**src/rtl/comp_vector_gen_if.sv**
```systemverilog
// Comparator self-test bus: operand pairs out, equality result back, sweep status.
// master = generator/checker end, slave = comparator/observer end.
interface comp_vector_gen_if #(parameter int W = 2);
  logic             start;
  logic             hold;
  logic             eq_in;
  logic [W-1:0]     a_out;
  logic [W-1:0]     b_out;
  logic             valid;
  logic             busy;
  logic             done;
  logic             pass;
  logic [2*W:0]     err_count;
  logic [W-1:0]     first_err_a;
  logic [W-1:0]     first_err_b;
  logic             err_seen;

  modport master (
    input  start, hold, eq_in,
    output a_out, b_out, valid, busy, done, pass,
           err_count, first_err_a, first_err_b, err_seen
  );

  modport slave (
    output start, hold, eq_in,
    input  a_out, b_out, valid, busy, done, pass,
           err_count, first_err_a, first_err_b, err_seen
  );
endinterface

```
**src/rtl/comp_vector_gen.sv**
```systemverilog
// Exhaustive a-major operand sweep for a W-bit equality comparator,
// checking eq_in against a == b and reporting error count / first failure.
module comp_vector_gen #(
  parameter int W = 2
) (
  input  logic              clk,
  input  logic              reset,
  comp_vector_gen_if.master bus
);
  localparam int CW = 2*W + 1;
  localparam logic [W-1:0] ONES = '1;

  typedef enum logic [1:0] {IDLE, RUN, DONE} state_t;

  state_t          state, n_state;
  logic [W-1:0]    a, n_a, b, n_b, fa, n_fa, fb, n_fb;
  logic [CW-1:0]   cnt, n_cnt;
  logic            valid, n_valid, busy, n_busy, done, n_done;
  logic            pass, n_pass, seen, n_seen;
  logic            mism;

  always_ff @(posedge clk or posedge reset) begin
    if (reset) begin
      state <= IDLE;
      a     <= '0;
      b     <= '0;
      fa    <= '0;
      fb    <= '0;
      cnt   <= '0;
      valid <= 1'b0;
      busy  <= 1'b0;
      done  <= 1'b0;
      pass  <= 1'b0;
      seen  <= 1'b0;
    end else begin
      state <= n_state;
      a     <= n_a;
      b     <= n_b;
      fa    <= n_fa;
      fb    <= n_fb;
      cnt   <= n_cnt;
      valid <= n_valid;
      busy  <= n_busy;
      done  <= n_done;
      pass  <= n_pass;
      seen  <= n_seen;
    end
  end

  always_comb begin
    n_state = state;
    n_a     = a;
    n_b     = b;
    n_fa    = fa;
    n_fb    = fb;
    n_cnt   = cnt;
    n_valid = valid;
    n_busy  = busy;
    n_done  = 1'b0;
    n_pass  = pass;
    n_seen  = seen;
    mism    = 1'b0;
    case (state)
      IDLE: begin
        if (bus.start) begin
          n_state = RUN;
          n_a     = '0;
          n_b     = '0;
          n_fa    = '0;
          n_fb    = '0;
          n_cnt   = '0;
          n_seen  = 1'b0;
          n_pass  = 1'b0;
          n_valid = 1'b1;
          n_busy  = 1'b1;
        end
      end
      RUN: begin
        // valid is registered, so hold gates the next cycle; a pair already
        // presented with valid=1 is checked and retired at this edge.
        n_valid = !bus.hold;
        if (valid) begin
          mism = bus.eq_in != (a == b);
          if (mism) begin
            n_cnt = cnt + CW'(1);
            if (!seen) begin
              n_fa   = a;
              n_fb   = b;
              n_seen = 1'b1;
            end
          end
          if (a == ONES && b == ONES) begin
            n_state = DONE;
            n_valid = 1'b0;
            n_busy  = 1'b0;
            n_done  = 1'b1;
            n_pass  = (n_cnt == '0);
            n_a     = '0;
            n_b     = '0;
          end else begin
            n_b = b + W'(1);
            if (b == ONES) n_a = a + W'(1);
          end
        end
      end
      DONE:    n_state = IDLE;
      default: n_state = IDLE;
    endcase
  end

  assign bus.a_out       = a;
  assign bus.b_out       = b;
  assign bus.valid       = valid;
  assign bus.busy        = busy;
  assign bus.done        = done;
  assign bus.pass        = pass;
  assign bus.err_count   = cnt;
  assign bus.first_err_a = fa;
  assign bus.first_err_b = fb;
  assign bus.err_seen    = seen;
endmodule
```
**src/flat_wrapper.sv**
```systemverilog
// flat-port wrapper written by rule: the top's interface ports become plain ports
module comp_vector_gen_flat 
#(
  parameter int W = 2
)
  (clk, reset, bus_start, bus_hold, bus_eq_in, bus_a_out, bus_b_out, bus_valid, bus_busy, bus_done, bus_pass, bus_err_count, bus_first_err_a, bus_first_err_b, bus_err_seen);
  comp_vector_gen_if #(.W(W)) bus_i ();
  input  logic clk;
  input  logic reset;
  input wire logic [$bits(bus_i.start)-1:0] bus_start;
  input wire logic [$bits(bus_i.hold)-1:0] bus_hold;
  input wire logic [$bits(bus_i.eq_in)-1:0] bus_eq_in;
  output wire logic [$bits(bus_i.a_out)-1:0] bus_a_out;
  output wire logic [$bits(bus_i.b_out)-1:0] bus_b_out;
  output wire logic [$bits(bus_i.valid)-1:0] bus_valid;
  output wire logic [$bits(bus_i.busy)-1:0] bus_busy;
  output wire logic [$bits(bus_i.done)-1:0] bus_done;
  output wire logic [$bits(bus_i.pass)-1:0] bus_pass;
  output wire logic [$bits(bus_i.err_count)-1:0] bus_err_count;
  output wire logic [$bits(bus_i.first_err_a)-1:0] bus_first_err_a;
  output wire logic [$bits(bus_i.first_err_b)-1:0] bus_first_err_b;
  output wire logic [$bits(bus_i.err_seen)-1:0] bus_err_seen;
  assign bus_i.start = bus_start;
  assign bus_i.hold = bus_hold;
  assign bus_i.eq_in = bus_eq_in;
  assign bus_a_out = bus_i.a_out;
  assign bus_b_out = bus_i.b_out;
  assign bus_valid = bus_i.valid;
  assign bus_busy = bus_i.busy;
  assign bus_done = bus_i.done;
  assign bus_pass = bus_i.pass;
  assign bus_err_count = bus_i.err_count;
  assign bus_first_err_a = bus_i.first_err_a;
  assign bus_first_err_b = bus_i.first_err_b;
  assign bus_err_seen = bus_i.err_seen;
  comp_vector_gen #(.W(W)) u_core (.clk(clk), .reset(reset), .bus(bus_i));
endmodule
```
**config.mk**
```make
export PLATFORM = sky130hd
export DESIGN_NAME = comp_vector_gen_flat
export DESIGN_NICKNAME = d
export VERILOG_FILES = /design/src/rtl/comp_vector_gen_if.sv /design/src/rtl/comp_vector_gen.sv /design/src/flat_wrapper.sv
export SDC_FILE = /design/constraint.sdc
export NUM_CORES = 1
export LEC_CHECK = 0
export BUFFER_PORTS_ARGS = -buffer_cell sky130_fd_sc_hd__buf_4
export CAP_MARGIN = 20
export CORE_ASPECT_RATIO = 0.9
export CORE_UTILIZATION = 57
export CTS_CLUSTER_DIAMETER = 60
export DETAILED_ROUTE_END_ITERATION = 10
export PLACE_DENSITY = 0.82
export SYNTH_ARGS = -nofsm -noshare
export SYNTH_HDL_FRONTEND = slang
export SYNTH_SLANG_ARGS = --single-unit
```
**constraint.sdc**
```tcl
create_clock -name clk -period 6.2 [get_ports clk]
set_clock_uncertainty 0.05 [all_clocks]
set_input_delay 0.93 -clock clk [delete_from_list [all_inputs] [get_ports clk]]
set_output_delay 0.93 -clock clk [all_outputs]
set_load 0.01 [all_outputs]
```
==> reports/qor.yml <==
run_status:
  status: "complete, no violations"
logic_synthesis:
  syn_area_per_cell_um2: 9.54
  ys_seq_area_frac: 0.433
  syn_nets: 129
  netlist_area_um2: 1150
  synth-seq-cells: 20
  yosysWarningCount: 0
  synth_cells: 121
  synth_edf_count: 0
  yosys.cell_types.count: 40
  synthFlopType: "dfrtp_1"
  synthArstFlopShare: 1.00
detailed_routing:
  routed_via_density: 5.92
  vias: 989
  drtIter0Drc: 31
  drtPass1Iterations: 4
  drt_wl_total_mm: 2.44
  wl_per_cell_um: 14.6
  drc: 0
  postRouteAntennaNets: 0
finish:
  final_cell_mix: "buf_4, dfrtp_1, nand2_1"
  syn_to_final_growth_pct: 17.9
  final_common_cell: "buf_4"
  finalNetCount: 151
  n_antenna_cell: 0
  drive_gt1_frac: 0.225
  post-route-util: 0.711
power_and_ir_drop:
  power.leakage_nw: 0.648
  ir_drop_uv: 313
  powerDensity_nw_per_um2: 509
setup_path:
  cp.required_ns: 6.37
  cp-end-kind: "flop"
  ff2ff_setup_slack_ns: 4.03
  path_class: "reg -> reg"
  reg2reg_depth: 6
  start_kind: "flop"
  r2r-end: "u_core.bus.pass"
  startpoint: "u_core.bus.err_count[0]"
  reg2reg_from: "u_core.bus.err_count[0]"
  critPathMaxFanout: 10
  critical_path_arrival_ns: 2.34
clock_network:
  cts_inserted_buffers: 3
  postCtsHoldBufs: 0
  clockBufferDepth: 2
  htreeDepth: 1
  post-cts-setup-buffers: 0
  clock-sinks: 20
  clock_latency_ns: 0.31
  cts.clk_slew.worst_paths_ns: 0.12
  cts_tree: "built"
  cts_resized: 0
  clockRootBuffer: "clkbuf_4"
sta:
  finalCritPeriodShare: 0.350
  max-slew-margin-rel: 0.499
  fmax_mhz: 461
  setup_violations: 0
  drv_slew: 0
  rsz0062_at_grt: "no"
  hold_violations: 0
  min_period_ns: 2.17
  fin_setup_tns_ns: 0
  worst_pin_slew_ns: 0.751
global_route:
  grt_use_total: 0.253
  grt-ovfl-total: 0
  grt_max_degree: 21
  antenna_found_initial: 0
  grt_pass1_vias: 910
  grt_pass1_wl_mm: 4.08
floorplan:
  core_area_um2: 1910
  dieWidth_um: 49.4
  die_h_um: 44.7
  die-area_um2: 2210
  fp-row-count: 15
  ios: 23
  start_util: 0.603
min_path:
  hold_start: "u_core.bus.busy"
  hold_depth: 2
  hp-class: "reg -> reg"
  hold_end: "u_core.bus.busy"
place:
  routabilityCongestion: 0.888
  dpl.hpwl_mm: 1.76
  port_buffers: 22
flow_run:
  maxCapViolations: 0
## cell families (layout without fill, tap and decap cells)
group / after synthesis / in the layout / share of synthesized area
DFF: 20 / 20 / 0.433
and+or+nand+nor: 43 / 43 / 0.203
buffers and inverters: 11 / 32 / 0.0422
adders and majority gates: 3 / 3 / 0.0325
AOI/OAI and AO/OA: 38 / 38 / 0.242
xor gates and xnor gates: 4 / 4 / 0.0303
muxes: 2 / 2 / 0.0173
## critical path, stage by stage, from the launching register on
cell and delay (ns):
dfrtp_1 0.49, ha_1 0.30, or4b_1 0.49, a211o_1 0.28, nand2_1 0.07, a41oi_1 0.05, o41ai_2 0.36
## layout make-up
type | count | area [um2]
Clock buffer | 4 | 36.3
Tap cell | 25 | 31.3
Multi-Input combinational cell | 90 | 606
Timing Repair Buffer | 22 | 165
Fill cell | 149 | 553
Inverter | 6 | 22.5
Sequential cell | 20 | 500
## layer usage
layer / track usage / vias to the layer above / wire length, um
met4: 0.120 / 0 / 24
li1: - / 487 / -
met5: 0 / - / 0
met2: 0.364 / 30 / 1100
met3: 0.0707 / 5 / 120
met1: 0.357 / 467 / 1200
## metrics by stage
stage	instance area, um2	hold slack, ns	total power [mW]	cells	setup WS (ns)
6_report	1360	0.487	0.693	167	4.03
5_1_grt	1360	0.500	0.749	167	3.96
4_1_cts	1360	0.490	0.691	167	4.03
3_5_place_dp	1330	0.456	0.612	163	3.73
3_3_place_gp	1330	0.451	0.601	163	3.79
2_1_floorplan	1150	0.495	0.496	121	3.95
## state kept, by name, summed over array words and instances (netlist names)
name                    count
u_core.bus.a_out            2
u_core.bus.b_out            2
u_core.bus.busy             1
u_core.bus.done             1
u_core.bus.err_count        5
u_core.bus.err_seen         1
u_core.bus.first_err_a      2
u_core.bus.first_err_b      2
u_core.bus.pass             1
u_core.bus.valid            1
u_core.state                2
## worst max-delay path by stage
stage	to	slack, ns	depth (start not counted)
global route	u_core.bus.pass	3.96	6
global placement	u_core.bus.pass	3.79	6
CTS	u_core.bus.pass	4.03	6
detailed placement	u_core.bus.pass	3.73	6
floorplan	u_core.bus.pass	3.95	5
finish	u_core.bus.pass	4.03	6
## power breakdown
part	total, mW	switching [mW]	leakage [nW]	internal, mW
registers	0.250	0.0731	0.242	0.177
clock network	0.0780	0.0421	0.0210	0.0359
logic	0.365	0.192	0.385	0.173
total	0.693	0.307	0.648	0.386
## cell usage after synthesis (2+ instances only)
| cell | number | area share |
|---|---|---|
| o21ai_0 | 12 | 0.052 |
| clkbuf_1 | 3 | 0.0098 |
| nor2_1 | 4 | 0.013 |
| nor2b_1 | 2 | 0.011 |
| nand3_1 | 4 | 0.017 |
| and2_1 | 3 | 0.016 |
| xor2_1 | 3 | 0.023 |
| nor3_1 | 3 | 0.013 |
| mux2i_1 | 2 | 0.017 |
| a22o_1 | 4 | 0.030 |
| nand2_1 | 15 | 0.049 |
| nor3b_1 | 3 | 0.020 |
| o31ai_1 | 2 | 0.013 |
| inv_1 | 6 | 0.020 |
| a221o_1 | 3 | 0.026 |
| a21oi_1 | 3 | 0.013 |
| ha_1 | 3 | 0.033 |
| and3_1 | 5 | 0.027 |
| dfrtp_1 | 20 | 0.43 |
Power figures use the tool's default switching activity.
